<file path="config.mk">
export PLATFORM = sky130hd
export DESIGN_NAME = matmul_engine
export DESIGN_NICKNAME = d
export VERILOG_FILES = /design/src/rtl/matmul_pkg.sv /design/src/rtl/matmul_mac.sv /design/src/rtl/matmul_engine.sv
export SDC_FILE = /design/constraint.sdc
export NUM_CORES = 1
export LEC_CHECK = 0
export BUFFER_PORTS_ARGS = -buffer_cell sky130_fd_sc_hd__buf_2
export CORE_UTILIZATION = 40
export DETAILED_ROUTE_END_ITERATION = 8
export PLACE_DENSITY = 0.68
export SLEW_MARGIN = 20
export SYNTH_ARGS = -nofsm -noshare
export SYNTH_HDL_FRONTEND = slang
export SYNTH_SLANG_ARGS = --single-unit
</file>
<file path="constraint.sdc">
create_clock -name clk -period 6.95 [get_ports clk]
set_clock_uncertainty 0.15 [all_clocks]
set_input_delay 1.39 -clock clk [delete_from_list [all_inputs] [get_ports clk]]
set_output_delay 1.39 -clock clk [all_outputs]
set_load 0.005 [all_outputs]
</file>
<file path="src/rtl/matmul_pkg.sv">
// Shared types and sizing helpers for the matrix-multiply engine.
package matmul_pkg;

  typedef enum logic [2:0] {
    StIdle,
    StLoadA,
    StLoadB,
    StCompute,
    StDrain
  } state_e;

  // Row/column index width; kept at least one bit so N=1 still builds.
  function automatic int unsigned idx_width(input int unsigned n);
    return (n > 1) ? $clog2(n) : 1;
  endfunction

  // Width able to hold an element count from 0 to n*n.
  function automatic int unsigned cnt_width(input int unsigned n);
    return $clog2(n * n + 1);
  endfunction

endpackage

</file>
<file path="src/rtl/matmul_mac.sv">
// Multiply-accumulate: DW x DW product extended to ACCW, registered accumulator.
module matmul_mac
  import matmul_pkg::*;
#(
  parameter int unsigned DW     = 8,
  parameter int unsigned ACCW   = 2 * DW + 3,
  parameter int unsigned SIGNED = 0
) (
  input  logic            clk,
  input  logic            rst_n,
  input  logic            enable,
  input  logic            clear,
  input  logic [DW-1:0]   a,
  input  logic [DW-1:0]   b,
  output logic [ACCW-1:0] sum
);

  logic [2*DW-1:0] prod;
  logic [ACCW-1:0] prod_ext;
  logic [ACCW-1:0] acc_q;
  logic            sign;

  // Product of the extended operands; low 2*DW bits equal the signed or unsigned product.
  always_comb begin
    if (SIGNED != 0) begin
      prod = {{DW{a[DW-1]}}, a} * {{DW{b[DW-1]}}, b};
    end else begin
      prod = {{DW{1'b0}}, a} * {{DW{1'b0}}, b};
    end
    sign     = (SIGNED != 0) && prod[2*DW-1];
    prod_ext = {{(ACCW - 2 * DW){sign}}, prod};
    sum      = acc_q + prod_ext;
  end

  // Accumulate when enabled; clear restarts the next dot product from zero.
  always_ff @(posedge clk or negedge rst_n) begin
    if (!rst_n) begin
      acc_q <= '0;
    end else if (enable) begin
      acc_q <= clear ? '0 : sum;
    end
  end

endmodule

</file>
<file path="src/rtl/matmul_engine.sv">
// Streamed square-matrix multiplier: load A and B, compute C with one MAC, drain C.
module matmul_engine
  import matmul_pkg::*;
#(
  parameter int unsigned N      = 4,
  parameter int unsigned DW     = 8,
  parameter int unsigned ACCW   = 2 * DW + $clog2(N) + 1,
  parameter int unsigned SIGNED = 0
) (
  input  logic                   clk,
  input  logic                   rst_n,
  input  logic                   start,
  input  logic [$clog2(N+1)-1:0] dim,
  input  logic [DW-1:0]          in_data,
  input  logic                   in_valid,
  output logic                   in_ready,
  output logic [ACCW-1:0]        out_data,
  output logic                   out_valid,
  input  logic                   out_ready,
  output logic                   busy,
  output logic                   done,
  output logic                   err
);

  localparam int unsigned DimW = $clog2(N + 1);
  localparam int unsigned IdxW = idx_width(N);
  localparam logic [DimW-1:0] DimMax = DimW'(N);

  state_e            state_q, state_d;
  logic [DimW-1:0]   dim_q, dim_d;
  logic [IdxW-1:0]   r_q, r_d, c_q, c_d, k_q, k_d;
  logic              in_ready_q, in_ready_d;
  logic              out_valid_q, out_valid_d;
  logic [ACCW-1:0]   out_data_q, out_data_d;
  logic              busy_q, busy_d, done_q, done_d, err_q, err_d;

  logic [DW-1:0]     a_mem [N][N];
  logic [DW-1:0]     b_mem [N][N];
  logic [ACCW-1:0]   c_mem [N][N];

  logic              a_we, b_we, c_we, mac_en, mac_clr;
  logic [ACCW-1:0]   mac_sum;
  logic [IdxW-1:0]   last_idx, nxt_r, nxt_c;
  logic              row_last, col_last, k_last, in_hs, out_hs, dim_ok;

  assign in_ready  = in_ready_q;
  assign out_valid = out_valid_q;
  assign out_data  = out_data_q;
  assign busy      = busy_q;
  assign done      = done_q;
  assign err       = err_q;

  // r/c walk row-major during load, act as i/j in compute and as the drain index.
  always_comb begin
    last_idx = IdxW'(dim_q - 1'b1);
    row_last = (r_q == last_idx);
    col_last = (c_q == last_idx);
    k_last   = (k_q == last_idx);
    nxt_c    = col_last ? '0 : c_q + 1'b1;
    nxt_r    = col_last ? r_q + 1'b1 : r_q;
    in_hs    = in_valid && in_ready_q;
    out_hs   = out_valid_q && out_ready;
    dim_ok   = (dim != '0) && (dim <= DimMax);
  end

  matmul_mac #(
    .DW    (DW),
    .ACCW  (ACCW),
    .SIGNED(SIGNED)
  ) u_mac (
    .clk   (clk),
    .rst_n (rst_n),
    .enable(mac_en),
    .clear (mac_clr),
    .a     (a_mem[r_q][k_q]),
    .b     (b_mem[k_q][c_q]),
    .sum   (mac_sum)
  );

  // Next-state and registered-output logic.
  always_comb begin
    state_d     = state_q;
    dim_d       = dim_q;
    r_d         = r_q;
    c_d         = c_q;
    k_d         = k_q;
    in_ready_d  = in_ready_q;
    out_valid_d = out_valid_q;
    out_data_d  = out_data_q;
    busy_d      = busy_q;
    done_d      = 1'b0;
    err_d       = 1'b0;
    a_we        = 1'b0;
    b_we        = 1'b0;
    c_we        = 1'b0;
    mac_en      = 1'b0;
    mac_clr     = 1'b0;
    unique case (state_q)
      StIdle: begin
        if (start) begin
          if (dim_ok) begin
            dim_d      = dim;
            r_d        = '0;
            c_d        = '0;
            k_d        = '0;
            in_ready_d = 1'b1;
            busy_d     = 1'b1;
            mac_en     = 1'b1;
            mac_clr    = 1'b1;
            state_d    = StLoadA;
          end else begin
            err_d = 1'b1;
          end
        end
      end
      StLoadA, StLoadB: begin
        if (in_hs) begin
          a_we = (state_q == StLoadA);
          b_we = (state_q == StLoadB);
          c_d  = nxt_c;
          r_d  = nxt_r;
          if (row_last && col_last) begin
            r_d = '0;
            if (state_q == StLoadA) begin
              state_d = StLoadB;
            end else begin
              in_ready_d = 1'b0;
              k_d        = '0;
              state_d    = StCompute;
            end
          end
        end
      end
      StCompute: begin
        mac_en = 1'b1;
        k_d    = k_q + 1'b1;
        if (k_last) begin
          c_we    = 1'b1;
          mac_clr = 1'b1;
          k_d     = '0;
          c_d     = nxt_c;
          r_d     = nxt_r;
          if (row_last && col_last) begin
            r_d         = '0;
            out_valid_d = 1'b1;
            // For dim=1 the only element is being written this very cycle.
            out_data_d  = (dim_q == DimW'(1)) ? mac_sum : c_mem[0][0];
            state_d     = StDrain;
          end
        end
      end
      StDrain: begin
        if (out_hs) begin
          if (row_last && col_last) begin
            out_valid_d = 1'b0;
            done_d      = 1'b1;
            busy_d      = 1'b0;
            state_d     = StIdle;
          end else begin
            c_d        = nxt_c;
            r_d        = nxt_r;
            out_data_d = c_mem[nxt_r][nxt_c];
          end
        end
      end
      default: state_d = StIdle;
    endcase
  end

  // Control and output registers; reset aborts any transfer in progress.
  always_ff @(posedge clk or negedge rst_n) begin
    if (!rst_n) begin
      state_q     <= StIdle;
      dim_q       <= '0;
      r_q         <= '0;
      c_q         <= '0;
      k_q         <= '0;
      in_ready_q  <= 1'b0;
      out_valid_q <= 1'b0;
      out_data_q  <= '0;
      busy_q      <= 1'b0;
      done_q      <= 1'b0;
      err_q       <= 1'b0;
    end else begin
      state_q     <= state_d;
      dim_q       <= dim_d;
      r_q         <= r_d;
      c_q         <= c_d;
      k_q         <= k_d;
      in_ready_q  <= in_ready_d;
      out_valid_q <= out_valid_d;
      out_data_q  <= out_data_d;
      busy_q      <= busy_d;
      done_q      <= done_d;
      err_q       <= err_d;
    end
  end

  // Matrix storage; contents are don't-care after reset.
  always_ff @(posedge clk) begin
    if (a_we) a_mem[r_q][c_q] <= in_data;
    if (b_we) b_mem[r_q][c_q] <= in_data;
    if (c_we) c_mem[r_q][c_q] <= mac_sum;
  end

endmodule

</file>
# Yosys cells after proc, flatten, opt, wreduce, memory -nomap -nowiden
# Memories as Yosys holds them, arrays and structs flattened.
# Index checks and enable logic that the tools add are counted.
# totals
input_bits,16
romBits,0
ram_bits,560
word_cells,152
latchBits,0
memories,3
reg_bits,55
out_inout_bits,24
# op_classes
n_eq_ne,18
mux,84
addsub,5
mul,1
n_bitwise,3
shift,0
div_mod_pow,0
magnitude_cmp,5
reduce_logical,21
# memory_table
name,words,width,rd,rd_ports_with_merged_regs,write_ports,line_no,text
c_mem,4,76,2,0,1,matmul_engine.sv:39,logic [ACCW-1:0] c_mem [N][N];
a_mem,4,32,1,0,1,matmul_engine.sv:37,logic [DW-1:0] a_mem [N][N];
b_mem,4,32,1,0,1,matmul_engine.sv:38,logic [DW-1:0] b_mem [N][N];
# op_table
cell,n
two-way mux 19 bit,9
two-way mux 76 bit,1
two-way mux 32 bit,2
two-way mux 8 bit,5
binary-select mux 19 bit (select 2 bit),1
demux 19 bit (select 2 bit),1
case mux 19 bit (2 select lines),1
two-way mux 2 bit,17
binary-select mux 8 bit (select 2 bit),2
two-way mux 1 bit,27
two-way mux 3 bit,8
"!= test 2 bit, second input constant",10
adder 19 x 16 -> 19 bit,1
demux 8 bit (select 2 bit),1
multiplier 8 x 8 -> 16 bit,1
case mux 2 bit (4 select lines),2
AND reduction 5 bit,3
case mux 3 bit (4 select lines),1
AND reduction 6 bit,2
case mux 1 bit (2 select lines),5
">= comparator 3 bit, second input constant",3
NOT 2 -> 3 bit,3
AND reduction 8 bit,1
AND reduction 7 bit,1
other kinds (16),29

# Logic depth before layout (Yosys ltp)
# logic_depth
ltp_word,10
mapped_depth,23

# Cells and area by module
# Synthesis repeated with hierarchy kept, for this count alone.
# unflattened
cells_unflattened,1797
area_unflattened_um2,28075.7
# by_module_without_submodules
module,instances,cells_per_inst,area_each_um2,seq_area_each_um2
matmul_engine,1,1394,24581.1,17717.0
matmul_mac,1,403,3494.6,475.5

# Worst setup path before layout
# Ideal clock, no wire load.
# synth_timing
kind,flip-flop to flip-flop
start,register r_q[0]
end,"register out_data_q[16], in the netlist out_data[16]"
arrival_time_ps,7226
synth_period_minus_slack_ps,7442
setup_time_ps,66
path_slack_ps,-492
path_stages_with_launch,21
path_buffers,2
t_required_ps,6734
path_cell_list,dfrtp_1 buf_2 buf_1 mux4_2 mux4_2 and2_1 fa_1 inv_1 fa_1 inv_1 fa_1 inv_1 fa_1 inv_1 ha_1 and4_1 o21ai_0 o31a_1 o311ai_0 or2_2 a22o_1
# synth_via
elab_chain_cells,10
# synth_rtl
item,line_no,text
start: declaration,matmul_engine.sv:31,"logic [IdxW-1:0] r_q, r_d, c_q, c_d, k_q, k_d;"
start signal: assignment,matmul_engine.sv:187,r_q <= r_d;
memory (4 x 32 bit),--,
binary-select mux 8 bit (select 2 bit),matmul_engine.sv:75,".a (a_mem[r_q][k_q]),"
two-way mux 8 bit (not written as such) (2 in series),matmul_engine.sv:75,
multiplier 8 x 8 -> 16 bit,matmul_mac.sv:28,"prod = {{DW{1'b0}}, a} * {{DW{1'b0}}, b};"
adder 19 x 16 -> 19 bit,matmul_mac.sv:32,sum = acc_q + prod_ext;
via mac_sum[16],matmul_engine.sv:42,logic [ACCW-1:0] mac_sum;
two-way mux 19 bit,matmul_engine.sv:147,out_data_d = (dim_q == DimW'(1)) ? mac_sum : c_mem[0][0];
two-way mux 19 bit,matmul_engine.sv:143,if (row_last && col_last) begin
two-way mux 19 bit,matmul_engine.sv:137,if (k_last) begin
case mux 19 bit (2 select lines),matmul_engine.sv:98,unique case (state_q)
end signal: assignment,matmul_engine.sv:192,out_data_q <= out_data_d;
end: declaration,matmul_engine.sv:34,"logic [ACCW-1:0] out_data_q, out_data_d;"
# The timed path passes the listed nets, and every way through them passes these cells. The select of a mux whose other input is x is not followed.
# A chain may end at the register's enable or synchronous reset.

# Worst setup path in the final report
# layout_timing
start,register r_q[1]
end,"memory c_mem[0][67] in the netlist's numbering, data pin"
# layout_via
elab_chain_cells,6
# layout_rtl
item,line_no
memory (4 x 32 bit),--
binary-select mux 8 bit (select 2 bit),matmul_engine.sv:75
two-way mux 8 bit (not written as such) (2 in series),matmul_engine.sv:75
multiplier 8 x 8 -> 16 bit,matmul_mac.sv:28
adder 19 x 16 -> 19 bit,matmul_mac.sv:32
via mac_sum[10],matmul_engine.sv:42
end: declaration,matmul_engine.sv:39
# The timed path passes the listed nets, and every way through them passes these cells. The select of a mux whose other input is x is not followed.

==> out/qor.txt <==
run status: finished clean
Worst-Margin Slew: 1.152 ns
placeable core area: 0.06871 mm^2
largest net degree at the start of global routing: 56
clk slew on worst S/H paths: 0.06 ns
Most used DFF post-synth: edfxtp_1
sequential share of the synthesized area: 65.49%
final setup vio count: 0
number of global-route vias before repair: 16.24k
#FFs+latches synth: 615
Syn Inst Count: 1804
commonest non-fill, non-tap cells in the layout: 560 x edfxtp_1, 186 x nand2_1, 110 x inv_1
main area contributors after synthesis: edfxtp_1 61%, mux4_2 8.3%, dfrtp_1 5.0%, fa_1 3.6%, mux2i_1 2.6%
EDFF count, synth: 560
kind of critical path: reg -> reg
CTS max path bufs: 3
Pwr Density: 235.2 mW/mm^2
Pleak: 11.51 nW
CP arrival: 6.82 ns
cell breakdown of the critical path: buf_4, mux4_2, mux4_2, and2_1, fa_1, fa_1, fa_1, inv_1, fa_1, inv_1, ha_1, a21oi_1, nand2_1, o21a_1, buf_4, o21ai_0, nand2b_1, xnor2_1, inv_1
Remaining DRCs: 0
global route overflow: 0
fin crit period: 6.680 ns
CP max stage cell: dfrtp_2
Post-CTS Hold Fix Bufs: 0
Synth Area per Inst: 15.40 um^2
Critical Path Fanout Max: 21
mapped cell area: 0.02778 mm^2
Post-DP Area: 0.02929 mm^2
Final Hold Vio Count: 0
final std cells w/o fill: 2866
syn_nets: 1920
via count: 16.47k
MaxCap Viol Count: 0
Fmax: 0.1497 GHz
Worst Path Required: 7.09 ns
WL per Instance: 25.07 um
Final TNS setup: 0 ns
TritonCTS clock tree: yes
HP Class: reg -> reg
io pins: 40
Pre-Repair DR Iteration Count: 6
max incr delay on CP: 0.74 ns
Synth top area share: 60.54%
slew margin rel.: 22.91%
vias per inst: 5.746
# port buffers: 39
unrepaired setup endpoints after global routing: false
worst slack, placed: 0.06050 ns
gpl congestion: 0.9220
CTS Root Cell: clkbuf_16
most common cell after layout, fill and taps aside: edfxtp_1
detailed placer's ending HPWL: 44.81 mm
row cnt: 96
synth warn: 0
Die W: 265.5 um
clk_lat worst skew: 0.66 ns
final worst slack: 0.2700 ns
period utilization: 96.12%
Clock Sinks: 615
Die H: 265.5 um
initial antenna violation count: 4
cell taking the most area after synthesis: edfxtp_1
CTS buffer count: 61
CP Launch Type: register
Initial Utilization: 40.43%
Critical Path Most Common Cell: fa_1
total track usage: 20.36%
library cells used by synthesis: 74
final instance area: 0.03143 mm^2
VDD IR max: 221.0 uV
die area: 0.07050 mm^2
Final Max Slew Viols: 0
WL final: 71.85 mm
Inst Count DP: 2744
Fill cells: 5896
hold slack: 0.3521 ns
asr flop ratio synth: 8.943%
first-pass GRT wire length: 106.2 mm
initial drt markers: 2063
Routed Antenna Nets: 0
CP endpoint kind: register
Nets: 1997
Area growth syn-to-layout: 13.13%
H-tree Lvls: 2
layout cell share with drive strength beyond 1: 17.27%
final timing paths:
path / to / start / slack [ns] / depth (start not counted)
max in group asynchronous: r_q[0]$_DFFE_PN0P_ / rst_n / 5.09 / 2
min reg2reg: u_mac.acc_q[4]$_DFFE_PN0P_ / u_mac.acc_q[4]$_DFFE_PN0P_ / 0.35 / 2
min in group asynchronous: out_data[14]$_DFFE_PN0P_ / rst_n / 0.79 / 2
max: c_mem[0][67]$_DFFE_PP_ / r_q[1]$_DFFE_PN0P_ / 0.27 / 19
max reg2reg: c_mem[0][67]$_DFFE_PP_ / r_q[1]$_DFFE_PN0P_ / 0.27 / 19
min: u_mac.acc_q[4]$_DFFE_PN0P_ / u_mac.acc_q[4]$_DFFE_PN0P_ / 0.35 / 2
routing by layer:
metal | part of all wire, % | up-vias | wire length, um | GRT usage, %
li1 | - | 7081 | - | -
met1 | 41 | 8410 | 29610 | 28.82
met2 | 47 | 840 | 33470 | 31.92
met3 | 9.4 | 134 | 6785 | 3.916
met4 | 2.7 | 4 | 1965 | 6.046
met5 | 0.032 | - | 23 | 0
layout make-up:
cell class                 count  area [um^2]  share of cell area, %
clock buffer                  73         1622                  5.160
multi-input combinational    984         8801                  28.00
antenna                        1        2.502               0.007963
sequential                   615        18200                  57.91
inverter                     112        420.4                  1.338
clock inverter                43        449.2                  1.429
timing repair buffer         107        768.2                  2.445
tap                          931         1165                  3.707
registers in the layout, summed over array words and instances (netlist names), 2 cells and up:
register,flops
a_mem,128
b_mem,128
c_mem,304
c_q,2
dim_q,3
k_q,2
out_data,19
r_q,2
state_q,3
u_mac.acc_q,19
worst max-delay path: cells and delay by family, from the launching register on:
| family | cells | cell delay [ns] |
|---|---|---|
| AO/OA/AOI/OAI | 3 | 0.55 |
| XOR/XNOR | 1 | 0.36 |
| adder cells (fa/ha/maj) | 5 | 2.27 |
| buffers and inverters | 5 | 0.91 |
| flip-flops | 1 | 0.74 |
| multiplexers | 2 | 0.94 |
| AND/OR/NAND/NOR | 3 | 0.42 |
report_power, final:
group | internal [mW] | switching (mW) | leakage (nW) | total [mW]
Sequential | 4.00 | 0 | 5.63 | 4.00
Combinational | 0.00421 | 0.0351 | 4.87 | 0.0393
Clock | 1.90 | 1.45 | 1.01 | 3.35
timing repair:
item,4_1_cts,5_1_grt
gates resized for setup,0,1
setup buffers,0,5
setup endpoints to repair,0,34
logic make-up (layout without fill, tap and decap cells):
kind of cell               after synthesis  count (layout)  share of synthesized area, %
AOI/OAI and AO/OA                      252             252                         6.265
xor gates and xnor gates                21              21                        0.6892
adders and majority gates              100             100                         5.856
buffers and inverters                  205             335                         3.040
DFF                                    615             615                         65.49
muxes                                  178             178                         11.03
other                                    0               1                             0
and+or+nand+nor                        433             433                         7.626
stage by stage:
stage                     power, mW  util [%]
after floorplan               4.083         -
after global placement        4.119     42.61
after detailed placement      4.121     42.63
after CTS                     7.432     45.64
after global routing          7.562     45.74
final                         7.391     45.74
synthesized netlist by cell type (all sizes together), types with 36 or more instances:
library cell,count
clkbuf,48
buf,45
a21oi,47
nand3,36
o21ai,52
edfxtp,560
nor2,37
dfrtp,55
fa,50
ha,50
mux2i,71
and3,64
and2,45
inv,111
nand2,186
mux4,102
Note: power is estimated with default switching activity, not from simulation.
